## src/rtl/mem_access_unit_if.sv

```systemverilog
// mem_access_unit_if: pipeline request/response and memory-side signals of the load/store unit
interface mem_access_unit_if;
  logic        req_valid, req_ready, req_wr, req_sign;
  logic [31:0] req_addr, req_wdata;
  logic [1:0]  req_length;
  logic        resp_valid, resp_ready, resp_err;
  logic [31:0] resp_rdata;
  logic [31:0] mem_addr, mem_data_in, mem_data_out;
  logic [1:0]  mem_length;
  logic        mem_sign, mem_enable, mem_wr;
  modport master (
    output req_valid, req_wr, req_addr, req_wdata, req_length, req_sign, resp_ready, mem_data_out,
    input  req_ready, resp_valid, resp_rdata, resp_err,
    input  mem_addr, mem_data_in, mem_length, mem_sign, mem_enable, mem_wr
  );
  modport slave (
    input  req_valid, req_wr, req_addr, req_wdata, req_length, req_sign, resp_ready, mem_data_out,
    output req_ready, resp_valid, resp_rdata, resp_err,
    output mem_addr, mem_data_in, mem_length, mem_sign, mem_enable, mem_wr
  );
endinterface

```

## src/rtl/mem_access_unit.sv

```systemverilog
// mem_access_unit: single-outstanding load/store unit with fault checks and load extension.
// Define LSU_MISALIGN_TRAP_EN to fault misaligned half/word accesses.
module mem_access_unit (
  input logic              clk,
  input logic              rst,
  mem_access_unit_if.slave bus
);
  typedef enum logic [1:0] {IDLE, ISSUE, RESP} state_t;
  state_t      r_state, w_next;
  logic        r_wr, r_sign, r_err;
  logic [31:0] r_addr, r_wdata, r_rdata;
  logic [1:0]  r_length;
  logic        w_misalign, w_fault, w_accept;
  logic [31:0] w_ext;
`ifdef LSU_MISALIGN_TRAP_EN
  assign w_misalign = (bus.req_length == 2'b01 && bus.req_addr[0]) ||
                      (bus.req_length == 2'b10 && |bus.req_addr[1:0]);
`else
  assign w_misalign = 1'b0;
`endif
  assign w_fault  = bus.req_length == 2'b11 || |bus.req_addr[31:16] || w_misalign;
  assign w_accept = r_state == IDLE && bus.req_valid;
  // memory returns right-aligned data; extension is done here, never by the memory
  assign w_ext = r_length == 2'b00 ? {{24{r_sign & bus.mem_data_out[7]}}, bus.mem_data_out[7:0]} :
                 r_length == 2'b01 ? {{16{r_sign & bus.mem_data_out[15]}}, bus.mem_data_out[15:0]} :
                 bus.mem_data_out;
  always_ff @(posedge clk)
    r_state <= rst ? IDLE : w_next;
  always_comb begin
    w_next = r_state;
    w_next = w_accept ? (w_fault ? RESP : ISSUE) :
             r_state == ISSUE ? RESP :
             (r_state == RESP && bus.resp_ready) ? IDLE : r_state;
    bus.req_ready   = r_state == IDLE && !rst;
    bus.mem_enable  = r_state == ISSUE && !rst;
    bus.mem_wr      = r_state == ISSUE && !rst && r_wr;
    bus.resp_valid  = r_state == RESP;
    bus.resp_rdata  = r_rdata;
    bus.resp_err    = r_err;
    bus.mem_addr    = r_addr;
    bus.mem_data_in = r_wdata;
    bus.mem_length  = r_length;
    bus.mem_sign    = 1'b0;
  end
  always_ff @(posedge clk) begin
    if (rst) begin
      r_wr     <= 1'b0;
      r_sign   <= 1'b0;
      r_err    <= 1'b0;
      r_addr   <= '0;
      r_wdata  <= '0;
      r_length <= '0;
      r_rdata  <= '0;
    end else if (w_accept) begin
      r_wr     <= bus.req_wr;
      r_sign   <= bus.req_sign;
      r_addr   <= bus.req_addr;
      r_wdata  <= bus.req_wdata;
      r_length <= bus.req_length;
      r_err    <= w_fault;
      r_rdata  <= '0;
    end else if (r_state == ISSUE && !r_wr) begin
      r_rdata  <= w_ext;
    end
  end
endmodule

```

## src/flat_wrapper.sv

```systemverilog
// flat-port wrapper written by rule: the top's interface ports become plain ports
module mem_access_unit_flat 
  (clk, rst, bus_req_valid, bus_req_wr, bus_req_addr, bus_req_wdata, bus_req_length, bus_req_sign, bus_resp_ready, bus_mem_data_out, bus_req_ready, bus_resp_valid, bus_resp_rdata, bus_resp_err, bus_mem_addr, bus_mem_data_in, bus_mem_length, bus_mem_sign, bus_mem_enable, bus_mem_wr);
  mem_access_unit_if bus_i ();
  input logic clk;
  input logic rst;
  input wire logic [$bits(bus_i.req_valid)-1:0] bus_req_valid;
  input wire logic [$bits(bus_i.req_wr)-1:0] bus_req_wr;
  input wire logic [$bits(bus_i.req_addr)-1:0] bus_req_addr;
  input wire logic [$bits(bus_i.req_wdata)-1:0] bus_req_wdata;
  input wire logic [$bits(bus_i.req_length)-1:0] bus_req_length;
  input wire logic [$bits(bus_i.req_sign)-1:0] bus_req_sign;
  input wire logic [$bits(bus_i.resp_ready)-1:0] bus_resp_ready;
  input wire logic [$bits(bus_i.mem_data_out)-1:0] bus_mem_data_out;
  output wire logic [$bits(bus_i.req_ready)-1:0] bus_req_ready;
  output wire logic [$bits(bus_i.resp_valid)-1:0] bus_resp_valid;
  output wire logic [$bits(bus_i.resp_rdata)-1:0] bus_resp_rdata;
  output wire logic [$bits(bus_i.resp_err)-1:0] bus_resp_err;
  output wire logic [$bits(bus_i.mem_addr)-1:0] bus_mem_addr;
  output wire logic [$bits(bus_i.mem_data_in)-1:0] bus_mem_data_in;
  output wire logic [$bits(bus_i.mem_length)-1:0] bus_mem_length;
  output wire logic [$bits(bus_i.mem_sign)-1:0] bus_mem_sign;
  output wire logic [$bits(bus_i.mem_enable)-1:0] bus_mem_enable;
  output wire logic [$bits(bus_i.mem_wr)-1:0] bus_mem_wr;
  assign bus_i.req_valid = bus_req_valid;
  assign bus_i.req_wr = bus_req_wr;
  assign bus_i.req_addr = bus_req_addr;
  assign bus_i.req_wdata = bus_req_wdata;
  assign bus_i.req_length = bus_req_length;
  assign bus_i.req_sign = bus_req_sign;
  assign bus_i.resp_ready = bus_resp_ready;
  assign bus_i.mem_data_out = bus_mem_data_out;
  assign bus_req_ready = bus_i.req_ready;
  assign bus_resp_valid = bus_i.resp_valid;
  assign bus_resp_rdata = bus_i.resp_rdata;
  assign bus_resp_err = bus_i.resp_err;
  assign bus_mem_addr = bus_i.mem_addr;
  assign bus_mem_data_in = bus_i.mem_data_in;
  assign bus_mem_length = bus_i.mem_length;
  assign bus_mem_sign = bus_i.mem_sign;
  assign bus_mem_enable = bus_i.mem_enable;
  assign bus_mem_wr = bus_i.mem_wr;
  mem_access_unit u_core (.clk(clk), .rst(rst), .bus(bus_i));
endmodule
```

## config.mk

```make
export PLATFORM = sky130hd
export DESIGN_NAME = mem_access_unit_flat
export DESIGN_NICKNAME = d
export VERILOG_FILES = /design/src/rtl/mem_access_unit_if.sv /design/src/rtl/mem_access_unit.sv /design/src/flat_wrapper.sv
export SDC_FILE = /design/constraint.sdc
export NUM_CORES = 1
export LEC_CHECK = 0
export ABC_CLOCK_PERIOD_IN_PS = 1400
export CORE_MARGIN = 4
export CORE_UTILIZATION = 35
export DETAILED_ROUTE_END_ITERATION = 8
export PLACE_DENSITY = 0.76
export SYNTH_ARGS = -nofsm -noshare
export SYNTH_HDL_FRONTEND = slang
export SYNTH_SLANG_ARGS = --single-unit
```

## constraint.sdc

```tcl
create_clock -name clk -period 1.4 [get_ports clk]
set_input_delay 0.21 -clock clk [delete_from_list [all_inputs] [get_ports clk]]
set_output_delay 0.21 -clock clk [all_outputs]
set_load 0.02 [all_outputs]
```

==> impl_metrics.py, run 1 <==
metrics = {
    "pwr": {
        "pwr-share-comb_pct": 31.2,
        "p_sw_share_pct": 32.0,
        "power_density_mw_per_mm2": 868,
        "p_leak_nw": 3.59,
        "pwr-share-seq_pct": 44.7,
        "power_switching_mw": 2.30,
        "p_int_mw": 4.89,
        "clkPwrFrac_pct": 24.1,
        "p_total_mw": 7.18,
        "ir_drop_mv": 0.592,
    },
    "synthesis": {
        "yosysSeqAreaShare_pct": 53.2,
        "synth_warnings": 0,
        "yosys.area.top_type": "dfxtp_1",
        "netlist_instances": 477,
        "synth_seq_cells": 103,
        "netlist_area_mm2": 0.00388,
        "synth_area_per_cell_um2": 8.13,
        "synth_cell_types": 30,
        "synth_area_leaders": "dfxtp_1 (53%), nand2_1 (15%), a21oi_1 (12%)",
        "synth_top_area_share_pct": 53.2,
        "synthesis.nets": 581,
    },
    "clock_network": {
        "cts_tree": "yes",
        "clockRootBuffer": "clkbuf_8",
        "postCtsHoldBufs": 0,
        "clk_path_buf_depth": 2,
        "h-tree-depth": 3,
        "clk_pin_slew_worst_paths_ps": 110,
        "cts_made_buffers": 9,
        "cts.sinks": 103,
        "insertion_delay_ps": 370,
    },
    "timing": {
        "drv_slew": 0,
        "max_freq_ghz": 0.624,
        "worst_slew_pin_slew_ps": 643,
        "finalCritPeriodShare_pct": 115,
        "setup_viol": 104,
        "post-route-worst-setup-slack_ps": -203,
        "setup_tns_ps": -12170,
        "rsz0062_at_grt": "true",
        "fin_crit_ps": 1600,
        "fin_skew_ps": 16.6,
        "maxSlewHeadroom_pct": 57.1,
        "timing.hold.ws_ps": 349,
        "hold_violations": 0,
    },
    "routing": {
        "vias": 4509,
        "finalWirelength_mm": 17.5,
        "wl_per_cell_um": 20.2,
        "drc": 0,
        "vias_per_cell": 5.21,
        "postRouteAntennaNets": 0,
        "drt_iter0_drc": 282,
        "drt_first_pass_iters": 4,
    },
    "placement": {
        "dp_hpwl_mm": 9.03,
        "portBuffers": 206,
        "dpl-instance-area_mm2": 0.00614,
        "gp_congestion": 0.817,
    },
    "die": {
        "die_w_um": 113,
        "die_area_mm2": 0.0128,
        "rows": 38,
        "initial_core_util_pct": 35.8,
        "dieHeight_um": 113,
        "io_pins": 208,
        "coreArea_mm2": 0.0108,
    },
    "global_route": {
        "track_usage_pct": 24.1,
        "grt_overflow_total": 0,
        "grt_max_degree": 58,
        "grt_pass1_vias": 4693,
        "grt_pass1_wl_mm": 24.5,
        "antenna_found_initial": 0,
    },
    "critical_path": {
        "crit_required_ps": 1650,
        "critPathLaunchType": "flop",
        "cp_max_fo": 7,
        "path_cells": "buf_6 -> or3b_4 -> buf_6 -> nor2_4 -> a211oi_1",
        "cp_data_arrival_time_ps": 1860,
        "critPathMaxStageDelay_ps": 490,
        "ff2ff_path_depth": 5,
        "path_class": "reg -> reg",
        "worst_path_max_delay_cell": "or3b_4",
        "crit_top_cell": "buf_6",
        "worstSetupEndpointType": "flop",
    },
    "worst_hold_path": {
        "whs_path_depth": 3,
        "hold_class": "in -> reg",
    },
    "finish": {
        "nets": 825,
        "drive_gt1_share_pct": 41.0,
        "synthToLayoutAreaGrowth_pct": 113,
        "num_antenna_cells": 0,
        "finish.instance_area_mm2": 0.00827,
        "fillers": 730,
    },
    "run_status": {
        "violations": "setup timing",
        "status": "finished with violations",
    },
    "run": {
        "cap_violations": 0,
    },
}
[worst max-delay path: cells and delay by family, from the launching register on]
kind | cells | cell delay (ps)
AND/OR/NAND/NOR | 2 | 700
flip-flops | 1 | 390
AO/OA/AOI/OAI | 1 | 130
buffers and inverters | 2 | 280
[registers in the layout, summed over array words and instances, names as in the netlist]
signal and cells:
u_core.r_state 2, u_core.bus.mem_data_in 32, u_core.r_wr 1, u_core.bus.mem_length 2, u_core.r_sign 1, u_core.bus.resp_err 1
u_core.bus.resp_rdata 32, u_core.bus.mem_addr 32
[per-layer routing]
| metal | vias to the layer above | share of wire (%) | track usage [%] |
|---|---|---|---|
| li1 | 2091 | - | - |
| met1 | 2206 | 37 | 26.3 |
| met2 | 180 | 53 | 42.6 |
| met3 | 32 | 7.2 | 7.65 |
| met4 | 0 | 2.6 | 10.7 |
| met5 | - | 0 | 0 |
[stage by stage]
step                      utilization (%)  instances  setup WS, ps
final                                76.3        865          -203
after global routing                 76.3        865          -285
after CTS                            68.9        859          -137
after global placement               56.6        807          -346
after detailed placement             56.6        807          -378
after floorplan                         -        477         -4.24
[power by group through the flow]
stage | sequential (mW) | clock [mW] | combinational, mW
finish | 3.21 | 1.73 | 2.24
global route | 3.23 | 1.89 | 2.35
CTS | 3.17 | 1.76 | 1.91
detailed placement | 3.22 | 0 | 1.33
global placement | 3.22 | 0 | 1.31
floorplan | 3.38 | 0 | 0.429
[final timing paths]
| path | start | slack, ps | end |
|---|---|---|---|
| hold / removal | rst | 350 | u_core.bus.mem_length[0]$_SDFFE_PP0P_ |
| setup / recovery | u_core.r_state[1]$_SDFFE_PP0P_ | -200 | u_core.bus.resp_rdata[12]$_SDFFE_PP0P_ |
| setup reg to reg | u_core.r_state[1]$_SDFFE_PP0P_ | -200 | u_core.bus.resp_rdata[12]$_SDFFE_PP0P_ |
| hold reg to reg | u_core.bus.mem_data_in[4]$_SDFFE_PP0P_ | 470 | u_core.bus.mem_data_in[4]$_SDFFE_PP0P_ |
[cells in the final DEF (no fill, tap or decap), types with 14 or more instances in the layout]
cell type | netlist | final
a211oi_2 | 0 | 20
buf_12 | 0 | 15
dfxtp_1 | 103 | 101
buf_4 | 3 | 14
a21oi_4 | 0 | 15
dlygate4sd2_1 | 0 | 99
nor2_1 | 27 | 20
nand2_4 | 0 | 68
nand2_2 | 0 | 21
clkdlybuf4s50_1 | 0 | 102
a21oi_2 | 0 | 64
nand2_1 | 155 | 66
buf_16 | 0 | 17
buf_6 | 6 | 17
[synth_stat cells (all sizes together)]
library cell / number
nor2: 28
nand2: 155
nor2b: 2
dfxtp: 103
o21bai: 2
o21ai: 7
a21oi: 92
conb: 1
nand3b: 1
nand2b: 1
and3: 2
o211ai: 2
clkbuf: 13
or4: 2
a31o: 1
nor3: 3
nor4: 2
or3b: 2
and4bb: 1
buf: 27
mux2: 1
o21a: 1
a31oi: 1
a211oi: 23
nor3b: 2
and2: 2
[logic make-up after synthesis]
group                  after synthesis  synth area share (%)
other                                1                0.0967
AO/OA/AOI/OAI                      129                  18.6
flip-flops                         103                  53.2
multiplexers                         1                 0.290
buffers and inverters               40                  5.91
AND/OR/NAND/NOR                    203                  21.9
[what timing repair did]
action,4_1_cts,5_1_grt
pin swaps,67,102
buffers inserted,15,8
hold endpoints to repair,0,0
setup endpoints to repair,201,104
resized for setup,278,190
cloned,22,5
[area by class of cell]
cell class                      count  area, µm²  share of cell area, %
Sequential cell                   103       2070                   25.0
Multi-Input combinational cell    334       2740                   33.1
Clock inverter                      5       41.3                  0.499
Timing Repair Buffer              273       3120                   37.7
Tap cell                          140        175                   2.12
Clock buffer                       10        128                   1.54
Power figures use the tool's default switching activity.
==> inputs of run 2 (changes only) <==
CORE_MARGIN = 2   (was 4)
==> impl_metrics.py, run 2 (same netlist as run 1, synthesis figures left out) <==
metrics = {
    "critical_path": {
        "r2r_start": "u_core.r_state[1]$_SDFFE_PP0P_",
        "critPathLaunchType": "flop",
        "worstSetupEndpointType": "flop",
        "cp_max_fo": 7,
        "startpoint": "u_core.r_state[1]$_SDFFE_PP0P_",
        "cp_data_arrival_time_ps": 1780,
        "path_class": "reg -> reg",
        "crit_required_ps": 1640,
    },
    "finish": {
        "fillers": 887,
        "layout_common_cells": "nand2_1 (146), clkdlybuf4s50_1 (102), dfxtp_1 (101)",
        "seq_area_mm2": 0.00207,
        "nets": 807,
        "multi_input_area_mm2": 0.00200,
        "synthToLayoutAreaGrowth_pct": 79.5,
        "final_common_cell": "nand2_1",
        "drive_gt1_share_pct": 23.4,
        "final_util_pct": 64.2,
        "num_antenna_cells": 0,
    },
    "timing": {
        "rsz0062_at_grt": "true",
        "finalCritPeriodShare_pct": 110,
        "post-route-worst-setup-slack_ps": -142,
        "maxSlewHeadroom_pct": 63.7,
        "worst_slew_pin_slew_ps": 544,
        "fin_skew_ps": 11.0,
        "fin_crit_ps": 1540,
        "setup_tns_ps": -5410,
        "setup_viol": 69,
        "drv_slew": 0,
        "max_freq_ghz": 0.649,
        "hold_violations": 0,
    },
    "die": {
        "io_pins": 208,
        "initial_core_util_pct": 35.8,
        "coreArea_mm2": 0.0108,
        "dieHeight_um": 109,
        "die_w_um": 109,
        "die_area_mm2": 0.0119,
        "rows": 38,
    },
    "placement": {
        "portBuffers": 206,
        "dp_hpwl_mm": 8.79,
        "gp_congestion": 0.758,
        "place_ws_ps": -342,
    },
    "pwr": {
        "pwr-share-comb_pct": 22.3,
        "power_density_mw_per_mm2": 928,
        "p_leak_nw": 2.92,
        "pwr-share-seq_pct": 48.9,
        "ir_drop_mv": 0.563,
        "p_total_mw": 6.46,
        "p_int_mw": 4.65,
        "clkPwrFrac_pct": 28.8,
        "p_sw_share_pct": 27.9,
        "power_switching_mw": 1.80,
    },
    "clock_network": {
        "cts.sinks": 103,
        "clk_path_buf_depth": 2,
        "clockRootBuffer": "clkbuf_8",
        "cts_tree": "yes",
        "cts_made_buffers": 9,
        "h-tree-depth": 3,
        "insertion_delay_ps": 360,
        "postCtsHoldBufs": 0,
        "clk_pin_slew_worst_paths_ps": 100,
    },
    "worst_hold_path": {
        "hold_class": "in -> reg",
        "hold_start": "rst",
    },
    "run": {
        "cap_violations": 0,
    },
    "routing": {
        "drt_iter0_drc": 211,
        "postRouteAntennaNets": 0,
        "drc": 0,
        "finalWirelength_mm": 13.7,
        "vias_per_cell": 4.98,
        "vias": 4220,
        "wl_per_cell_um": 16.1,
        "drt_first_pass_iters": 4,
    },
    "global_route": {
        "antenna_found_initial": 0,
        "track_usage_pct": 20.6,
        "grt_pass1_wl_mm": 19.4,
        "grt_max_degree": 40,
        "grt_pass1_vias": 4079,
        "grt_overflow_total": 0,
    },
    "run_status": {
        "status": "finished with violations",
        "violations": "setup timing",
    },
}
-- run 2: cell count changes in the layout (fill, tap and decap cells not counted), sizes merged --
| cell | before | now |
|---|---|---|
| clkbuf | 15 | 17 |
| clkinvlp | 2 | 1 |
| inv | 3 | 0 |
| clkinv | 0 | 1 |
| bufinv | 0 | 1 |
| buf | 67 | 50 |
-- run 2: final cells by class --
class | count | area share, %
Clock inverter | 3 | 0.611
Tap cell | 140 | 2.52
Sequential cell | 103 | 29.7
Timing Repair Buffer | 255 | 36.3
Multi-Input combinational cell | 334 | 28.7
Clock buffer | 13 | 2.14
-- run 2: timing repair --
| action | in CTS | in global routing |
|---|---|---|
| pin swaps | 16 | 12 |
| setup buffers | 4 | 9 |
| setup endpoints to repair | 200 | 74 |
| gates resized for setup | 162 | 87 |
| gates cloned | 5 | 4 |
-- run 2: final timing paths --
check	endpoint	slack [ps]	cells past startpoint
setup / recovery	u_core.bus.resp_rdata[11]$_SDFFE_PP0P_	-140	5
hold / removal	u_core.bus.mem_addr[31]$_SDFFE_PP0P_	230	3
setup reg to reg	u_core.bus.resp_rdata[11]$_SDFFE_PP0P_	-140	5
hold reg to reg	u_core.bus.mem_addr[11]$_SDFFE_PP0P_	460	2
-- run 2: power groups by stage --
| stage | clock network (mW) | logic [mW] | registers (mW) |
|---|---|---|---|
| final | 1.86 | 1.44 | 3.15 |
| after global routing | 2.01 | 1.54 | 3.17 |
| after CTS | 1.90 | 1.29 | 3.16 |
| after detailed placement | 0 | 1.35 | 3.23 |
| after global placement | 0 | 1.33 | 3.22 |
| after floorplan | 0 | 0.429 | 3.38 |
-- run 2: worst max-delay path: stages (launching register included) --
cell,delay (ps)
dfxtp_4,380
buf_6,120
or3b_4,460
buf_6,170
nor2_4,190
a211oi_2,100
-- run 2: layer usage --
layer	wire length (µm)	GRT usage, %	part of all wire, %
met1	5180	22.1	38
met2	6900	37.3	51
met5	0	0	0
met4	263	8.14	1.9
met3	1310	6.81	9.6
-- run 2: metrics by stage --
step | cells | hold slack (ps) | area, µm²
detailed placement | 814 | 446 | 6200
finish | 848 | 226 | 6960
floorplan | 477 | 346 | 3880
CTS | 839 | 217 | 6600
global route | 848 | 232 | 6960
global placement | 814 | 441 | 6200
==> inputs of run 3 (changes only) <==
CTS_BUF_LIST = sky130_fd_sc_hd__clkbuf_4 sky130_fd_sc_hd__clkbuf_8 sky130_fd_sc_hd__clkbuf_16   (was default)
SETUP_SLACK_MARGIN = 0.1   (was default)
==> impl_metrics.py, run 3 (same netlist as run 1, synthesis figures left out) <==
metrics = {
    "pwr": {
        "p_int_mw": 4.94,
        "pwr-share-comb_pct": 27.0,
        "pwr-share-seq_pct": 45.2,
        "p_leak_nw": 3.22,
        "clkPwrFrac_pct": 27.8,
        "power_switching_mw": 2.04,
        "ir_drop_mv": 0.581,
        "p_sw_share_pct": 29.2,
        "power_density_mw_per_mm2": 888,
    },
    "placement": {
        "dp.cells": 808,
        "gp_congestion": 0.761,
        "place_ws_ps": -355,
        "portBuffers": 206,
        "dp_hpwl_mm": 8.79,
    },
    "routing": {
        "wl_per_cell_um": 18.0,
        "drt_iter0_drc": 201,
        "dr_wl_met2_mm": 8.38,
        "finalWirelength_mm": 15.5,
        "top_layer": "met4",
        "drc": 0,
        "vias": 4412,
        "postRouteAntennaNets": 0,
        "vias_per_cell": 5.11,
        "wl_met1_mm": 5.63,
        "wl_met3_mm": 1.09,
        "drt_first_pass_iters": 4,
    },
    "critical_path": {
        "rrSetupSlack_ps": -170,
        "critPathLaunchType": "flop",
        "ff2ff_path_depth": 9,
        "worst_path_max_delay_cell": "dfxtp_4",
        "worstSetupEndpointType": "flop",
        "path_cells": "buf_6 -> nor3b_4 -> buf_6 -> buf_6 -> buf_4 -> buf_6 -> buf_16 -> nand2_4 -> a21oi_2",
        "timing.rr.end": "u_core.bus.mem_addr[5]$_SDFFE_PP0P_",
        "critPathMaxStageDelay_ps": 370,
        "cp_max_fo": 5,
        "path_class": "reg -> reg",
        "crit_top_cell": "buf_6",
        "crit_required_ps": 1690,
        "path_delay_family": "buffers and inverters",
        "crit_buf_inv": 6,
        "cp_data_arrival_time_ps": 1860,
        "r2r_start": "u_core.r_state[1]$_SDFFE_PP0P_",
    },
    "global_route": {
        "grt_pass1_vias": 4367,
        "antenna_found_initial": 0,
        "track_usage_pct": 22.9,
        "grt_pass1_wl_mm": 21.3,
        "grt_overflow_total": 0,
        "grt_max_degree": 33,
    },
    "clock_network": {
        "insertion_delay_ps": 370,
        "clk_path_buf_depth": 2,
        "cts_made_buffers": 9,
        "cts.sinks": 103,
        "cts_tree": "yes",
        "postCtsHoldBufs": 0,
        "h-tree-depth": 3,
        "clockRootBuffer": "clkbuf_8",
        "clk_pin_slew_worst_paths_ps": 90,
    },
    "timing": {
        "rsz0062_at_grt": "true",
        "max_freq_ghz": 0.638,
        "hold_violations": 0,
        "finalCritPeriodShare_pct": 112,
        "timing.hold.ws_ps": 136,
        "setup_viol": 87,
        "fin_crit_ps": 1570,
        "fin_skew_ps": 9.51,
        "post-route-worst-setup-slack_ps": -167,
        "drv_slew": 0,
    },
    "finish": {
        "final_util_pct": 72.5,
        "multi_input_area_mm2": 0.00248,
        "layout_common_cells": "dfxtp_1 (100), clkdlybuf4s50_1 (96), nand2_1 (81)",
        "fin_cells": 863,
        "num_antenna_cells": 0,
        "final_common_cell": "dfxtp_1",
        "synthToLayoutAreaGrowth_pct": 103,
        "seq_area_mm2": 0.00207,
        "drive_gt1_share_pct": 39.8,
        "nets": 823,
        "fillers": 781,
    },
    "die": {
        "die_area_mm2": 0.0119,
        "die_w_um": 109,
        "rows": 38,
        "io_pins": 208,
        "coreArea_mm2": 0.0108,
        "dieHeight_um": 109,
        "initial_core_util_pct": 35.8,
    },
    "worst_hold_path": {
        "hold_class": "in -> reg",
        "whs_path_depth": 3,
        "hold_end": "u_core.bus.mem_addr[24]$_SDFFE_PP0P_",
        "hold_start": "bus_req_addr[24]",
    },
    "run_status": {
        "status": "finished with violations",
        "violations": "setup timing",
    },
    "run": {
        "cap_violations": 0,
    },
}
run 3: cell types whose count changed in the layout (fill, tap and decap cells not counted), sizes merged:
| cell | previous run | this run |
|---|---|---|
| clkdlybuf4s15 | 0 | 38 |
| dlygate4sd2 | 99 | 54 |
| clkdlybuf4s50 | 102 | 96 |
| buf | 50 | 69 |
| clkbuf | 17 | 20 |
| dlymetal6s2s | 0 | 6 |
run 3: worst max path at each step:
stage	from	to	cells after the start
floorplan	u_core.r_state[0]$_SDFFE_PP0P_	u_core.bus.mem_data_in[11]$_SDFFE_PP0P_	7
global placement	bus_req_valid	u_core.r_sign$_SDFFE_PP0P_	5
detailed placement	bus_req_valid	u_core.bus.mem_data_in[31]$_SDFFE_PP0P_	5
CTS	u_core.r_state[1]$_SDFFE_PP0P_	u_core.bus.resp_rdata[24]$_SDFFE_PP0P_	5
global route	u_core.r_state[1]$_SDFFE_PP0P_	u_core.bus.mem_addr[5]$_SDFFE_PP0P_	9
finish	u_core.r_state[1]$_SDFFE_PP0P_	u_core.bus.mem_addr[5]$_SDFFE_PP0P_	9
run 3: area by class of cell:
class / count / area share, %
clock inverters: 3 / 0.541
repair buffers: 271 / 37.3
well taps: 140 / 2.23
clock buffers: 12 / 2.02
multi-input cells: 334 / 31.6
flip-flops and latches: 103 / 26.3
run 3: per-layer routing:
metal,vias up,global-route usage [%]
met4,0,9.58
met3,30,5.92
met2,171,42.1
met5,-,0
li1,2076,-
met1,2135,24.6
run 3: metrics by stage:
step | area, µm² | setup TNS, ps | total power, mW
finish | 7860 | -5860 | 6.98
global placement | 6140 | -29780 | 4.51
CTS | 7250 | -3800 | 6.80
floorplan | 3960 | -26.9 | 3.83
detailed placement | 6140 | -33460 | 4.53
global route | 7860 | -9720 | 7.23
run 3: power groups by stage:
stage / clock, mW / combinational, mW / sequential (mW)
floorplan: 0 / 0.449 / 3.38
global placement: 0 / 1.29 / 3.22
detailed placement: 0 / 1.31 / 3.22
CTS: 1.96 / 1.69 / 3.15
global route: 2.07 / 1.98 / 3.18
finish: 1.94 / 1.88 / 3.16
run 3: tightest hold or removal path, cell delays in order:
cell and delay, ps:
dlymetal6s2s_1 140, nand2_2 60, a21oi_2 40
run 3: repair_timing:
| action | 4_1_cts | 5_1_grt |
|---|---|---|
| buffers inserted | 17 | 10 |
| cloned | 13 | 1 |
| resized for setup | 282 | 173 |
| pin swaps | 62 | 71 |
| setup endpoints to repair | 205 | 142 |
==> RTL change 1 (settings of run 3) <==
Add a define of `LSU_MISALIGN_TRAP_EN`.
--- a/src/rtl/mem_access_unit.sv
+++ b/src/rtl/mem_access_unit.sv
@@ -1,5 +1,7 @@
 // mem_access_unit: single-outstanding load/store unit with fault checks and load extension.
 // Define LSU_MISALIGN_TRAP_EN to fault misaligned half/word accesses.
+`define LSU_MISALIGN_TRAP_EN
+
 module mem_access_unit (
   input logic              clk,
   input logic              rst,
Formal check against the unedited RTL: not equivalent (Yosys sat finds a counterexample within 4 cycles, from zero or initial values and one cycle with rst high).
==> RTL change 1 against run 3 <==
  * The run still ends with negative setup slack left
  * Synthesized area fell by 1.4%
  * Total power fell by 7.0%
  * Wire length up 5.1%
  * Setup slack improved by 0.071 ns
  * Sequential cell count did not move
  * Cell area is 2.9% lower
  * Utilization down 1.5 points
==> RTL change 1: results (changes against run 3) <==
[status]
status = complete, but fails checks
violations = negative setup slack

[layout]
fin_nets = 825  ; +0.24%
drive_gt1_frac = 0.383  ; -0.0157

[place]
placed_cells = 814  ; +0.74%
pre_cts_slack_ns = -0.283  ; +0.0722 ns
dpl.hpwl_mm = 8.70  ; -1.0%
place_area_sq_um = 6100  ; -0.71%

[drt]
wire_per_inst_um = 18.9  ; +4.9%
drtIter0Drc = 211  ; +5.0%
first_pass_iters = 4  ; unchanged
routed_wl_mm = 16.3  ; +5.1%
vias_per_cell = 5.14  ; +0.56%

[worst_setup_path]
path_max_fanout = 8  ; +3
r2r-end = u_core.bus.resp_rdata[28]
reg2regPathDepth = 7  ; -2

[grt]
gr-usage-all-layers = 0.207  ; -0.0213
antenna_found_initial = 1  ; +1
grt_max_degree = 39  ; +18%
grt_pass1_vias = 4001  ; -8.4%
grt_pass1_wl_mm = 19.2  ; -9.9%

[yosys]
synthTopCellsByArea = dfxtp_1 (54%), nand2_1 (17%), a21oi_1 (13%)
yosysSeqAreaShare = 0.539  ; +0.00766
synth.cells.most_frequent = nand2_1 (177), a21oi_1 (103), dfxtp_1 (103)
muxShareOfSynthArea = 0.00262  ; -0.000286
ys_async_sr_fraction = 0  ; unchanged

[worst_hold_path]
hold_end = u_core.bus.mem_addr[30]
min_from = bus_req_addr[30]

[sta]
setup_viol = 37  ; -57%
fin_worst_skew_ns = 0.0133  ; +0.00378 ns
fin_ws_ns = -0.0963  ; +0.0709 ns

[power]
ir_worst_vdd_uv = 573  ; -1.4%
leakage_nw = 3.15  ; -2.2%

RTL change 1: cell type report:
cell class	instances	area, sq um
tap	140	175
timing repair buffer	267	2830
fill	752	3110
sequential	103	2070
antenna	1	2.50
multi-input combinational	339	2370
clock buffer	13	166
inverter	1	3.75
clock inverter	1	5.00
RTL change 1: per-layer routing:
metal / GRT usage / vias up / share of wire
met2: 0.350 / 223 / 0.50
met4: 0.101 / 0 / 0.040
met1: 0.229 / 2116 / 0.36
li1: - / 2055 / -
met5: 0 / - / 0
met3: 0.0778 / 53 / 0.091
RTL change 1: power breakdown:
part           total (mW)  internal (mW)  switching, mW
registers            3.13           3.05         0.0804
clock network        1.72          0.765          0.951
logic                1.65          0.832          0.816
total                6.50           4.65           1.85
RTL change 1: critical path: stages, from the launching register on:
cell and delay [ns]:
dfxtp_4 0.37, buf_4 0.14, buf_4 0.13, nor2_4 0.10, and2_4 0.24, clkbuf_16 0.20, o21ai_2 0.06, a21oi_1 0.16
RTL change 1: kinds of logic after synthesis:
| family | after synthesis |
|---|---|
| DFF | 103 |
| other | 1 |
| AOI/OAI and AO/OA | 131 |
| and+or+nand+nor | 204 |
| muxes | 1 |
| buffers and inverters | 37 |
RTL change 1: how the worst max path moves through the flow:
stage / to / slack (ns) / cells past startpoint
finish: u_core.bus.resp_rdata[28] / -0.1 / 7
global route: u_core.bus.resp_rdata[28] / -0.14 / 7
CTS: bus_mem_wr / -0.05 / 3
detailed placement: u_core.r_state[0] / -0.28 / 5
global placement: u_core.r_state[0] / -0.29 / 5
floorplan: bus_mem_wr / 0.10 / 3
RTL change 1: stage by stage:
step	setup TNS, ns	utilization	hold slack (ns)	power (mW)
2_1_floorplan	0	-	0.346	3.68
3_5_place_dp	-13.27	0.568	0.446	4.35
5_1_grt	-4.51	0.710	0.174	6.76
4_1_cts	-0.813	0.594	0.370	6.05
3_3_place_gp	-12.74	0.568	0.442	4.32
6_report	-0.898	0.710	0.183	6.50
RTL change 1: repair_timing:
item                                    4_1_cts  5_1_grt
hold buffers                                  0        0
buffers inserted                              3       10
endpoints found under the setup margin      196      140
pin swaps                                     3       75
resized for setup                           147      315
gates cloned                                  5       18
==> RTL change 2 (config.mk and constraints of run 3) <==
Made on the original files. The 3 states of `state_t` get a one-hot encoding in 3 bits.
--- a/src/rtl/mem_access_unit.sv
+++ b/src/rtl/mem_access_unit.sv
@@ -5,7 +5,7 @@
   input logic              rst,
   mem_access_unit_if.slave bus
 );
-  typedef enum logic [1:0] {IDLE, ISSUE, RESP} state_t;
+  typedef enum logic [2:0] {IDLE = 3'b001, ISSUE = 3'b010, RESP = 3'b100} state_t;
   state_t      r_state, w_next;
   logic        r_wr, r_sign, r_err;
   logic [31:0] r_addr, r_wdata, r_rdata;
Formal check against the unedited RTL: no difference found for any inputs over 10 cycles, from zero or initial values and one cycle with rst high; not proved beyond that.
==> RTL change 2 against run 3 <==
  * The run still ends with negative setup slack left
  * Synthesized area is 0.23% lower
  * Largest power group unchanged
  * Critical path depth is 4 lower
  * Cell area is 8.0% lower
  * Sequential cell count is 1 higher
  * Count of clock-buffer cells in the layout is 3 lower
  * Wire length is 13% lower
  * Synthesized cell count is 0.63% higher
  * Setup slack worse by 0.037 ns
  * Die area is 0.22% lower
  * Total power is 4.8% lower
  * Global-route usage is 1.6 points lower
  * Via count is 3.9% lower
==> RTL change 2: results (changes against run 3) <==
[worst_setup_path]
crit_family = simple AND/OR/NAND/NOR gates
slowest_delay_ns = 0.59  ; +0.22 ns
worstReg2RegStart = u_core.r_state[2]
path_max_fanout = 8  ; +3
reg2regPathDepth = 5  ; -4

[place]
place_area_sq_um = 6350  ; +3.4%
dpl.hpwl_mm = 9.06  ; +3.1%
place_congestion = 0.729  ; -4.2%
pre_cts_slack_ns = -0.377  ; -0.0217 ns

[clocking]
clk_pin_slew_worst_paths_ns = 0.11  ; +0.02 ns
postCtsResizedCells = 183  ; -35%
cts_setup_buffers = 11  ; -6

[grt]
grtUsageMet1 = 0.236  ; -0.0109
grtUsageMet2 = 0.391  ; -0.0302
gr-usage-met3 = 0.0514  ; -0.00777
grt_pass1_vias = 4062  ; -7.0%

[layout]
regArea_sq_um = 2090  ; +1.0%

[drt]
drtIter0Drc = 264  ; +31%
wire_per_inst_um = 15.7  ; -13%
vias_per_cell = 4.92  ; -3.8%
met2_length_mm = 7.23  ; -14%

[sta]
timing.setup.tns_ns = -15.14  ; -9.28 ns
fin_ws_ns = -0.204  ; -0.0367 ns
setup_viol = 107  ; +23%
fin_worst_skew_ns = 0.0165  ; +0.00701 ns

[power]
comb-power_mw = 1.54  ; -18%
ir_worst_vdd_uv = 567  ; -2.4%

[yosys]
yosysSeqAreaShare = 0.538  ; +0.00638
synthTopCellsByArea = dfxtp_1 (54%), nand2_1 (17%), a21oi_1 (10%)
synth_fp_nets = 584  ; +0.52%
synth.top_cell.area_share = 0.538  ; +0.00638

[status]
violations = negative setup slack
status = complete, but fails checks

[worst_hold_path]
min_from = bus_req_addr[12]
hold_end = u_core.bus.mem_addr[12]

==> RTL change 2: cell count changes after synthesis, sizes merged, moves of 4 or more <==
cell / before / now
a21oi: 92 / 78
clkbuf: 13 / 26
a211oi: 23 / 27
o21ai: 7 / 0
nand2: 155 / 176
buf: 27 / 12
==> RTL change 2: layout make-up <==
cell class,instances,share of cell area
clock buffers,9,0.0171
clock inverters,7,0.0109
inverters,3,0.00156
multi-input cells,335,0.282
flip-flops and latches,104,0.289
well taps,140,0.0242
repair buffers,264,0.375
==> RTL change 2: worst max-delay path by stage <==
stage                                      endpoint              start
after floorplan           u_core.bus.resp_rdata[22]  u_core.r_state[2]
after global placement                   bus_mem_wr  u_core.r_state[2]
after detailed placement                 bus_mem_wr  u_core.r_state[2]
after CTS                                bus_mem_wr  u_core.r_state[2]
after global routing       u_core.bus.mem_length[0]  u_core.r_state[2]
final                     u_core.bus.resp_rdata[31]  u_core.r_state[2]
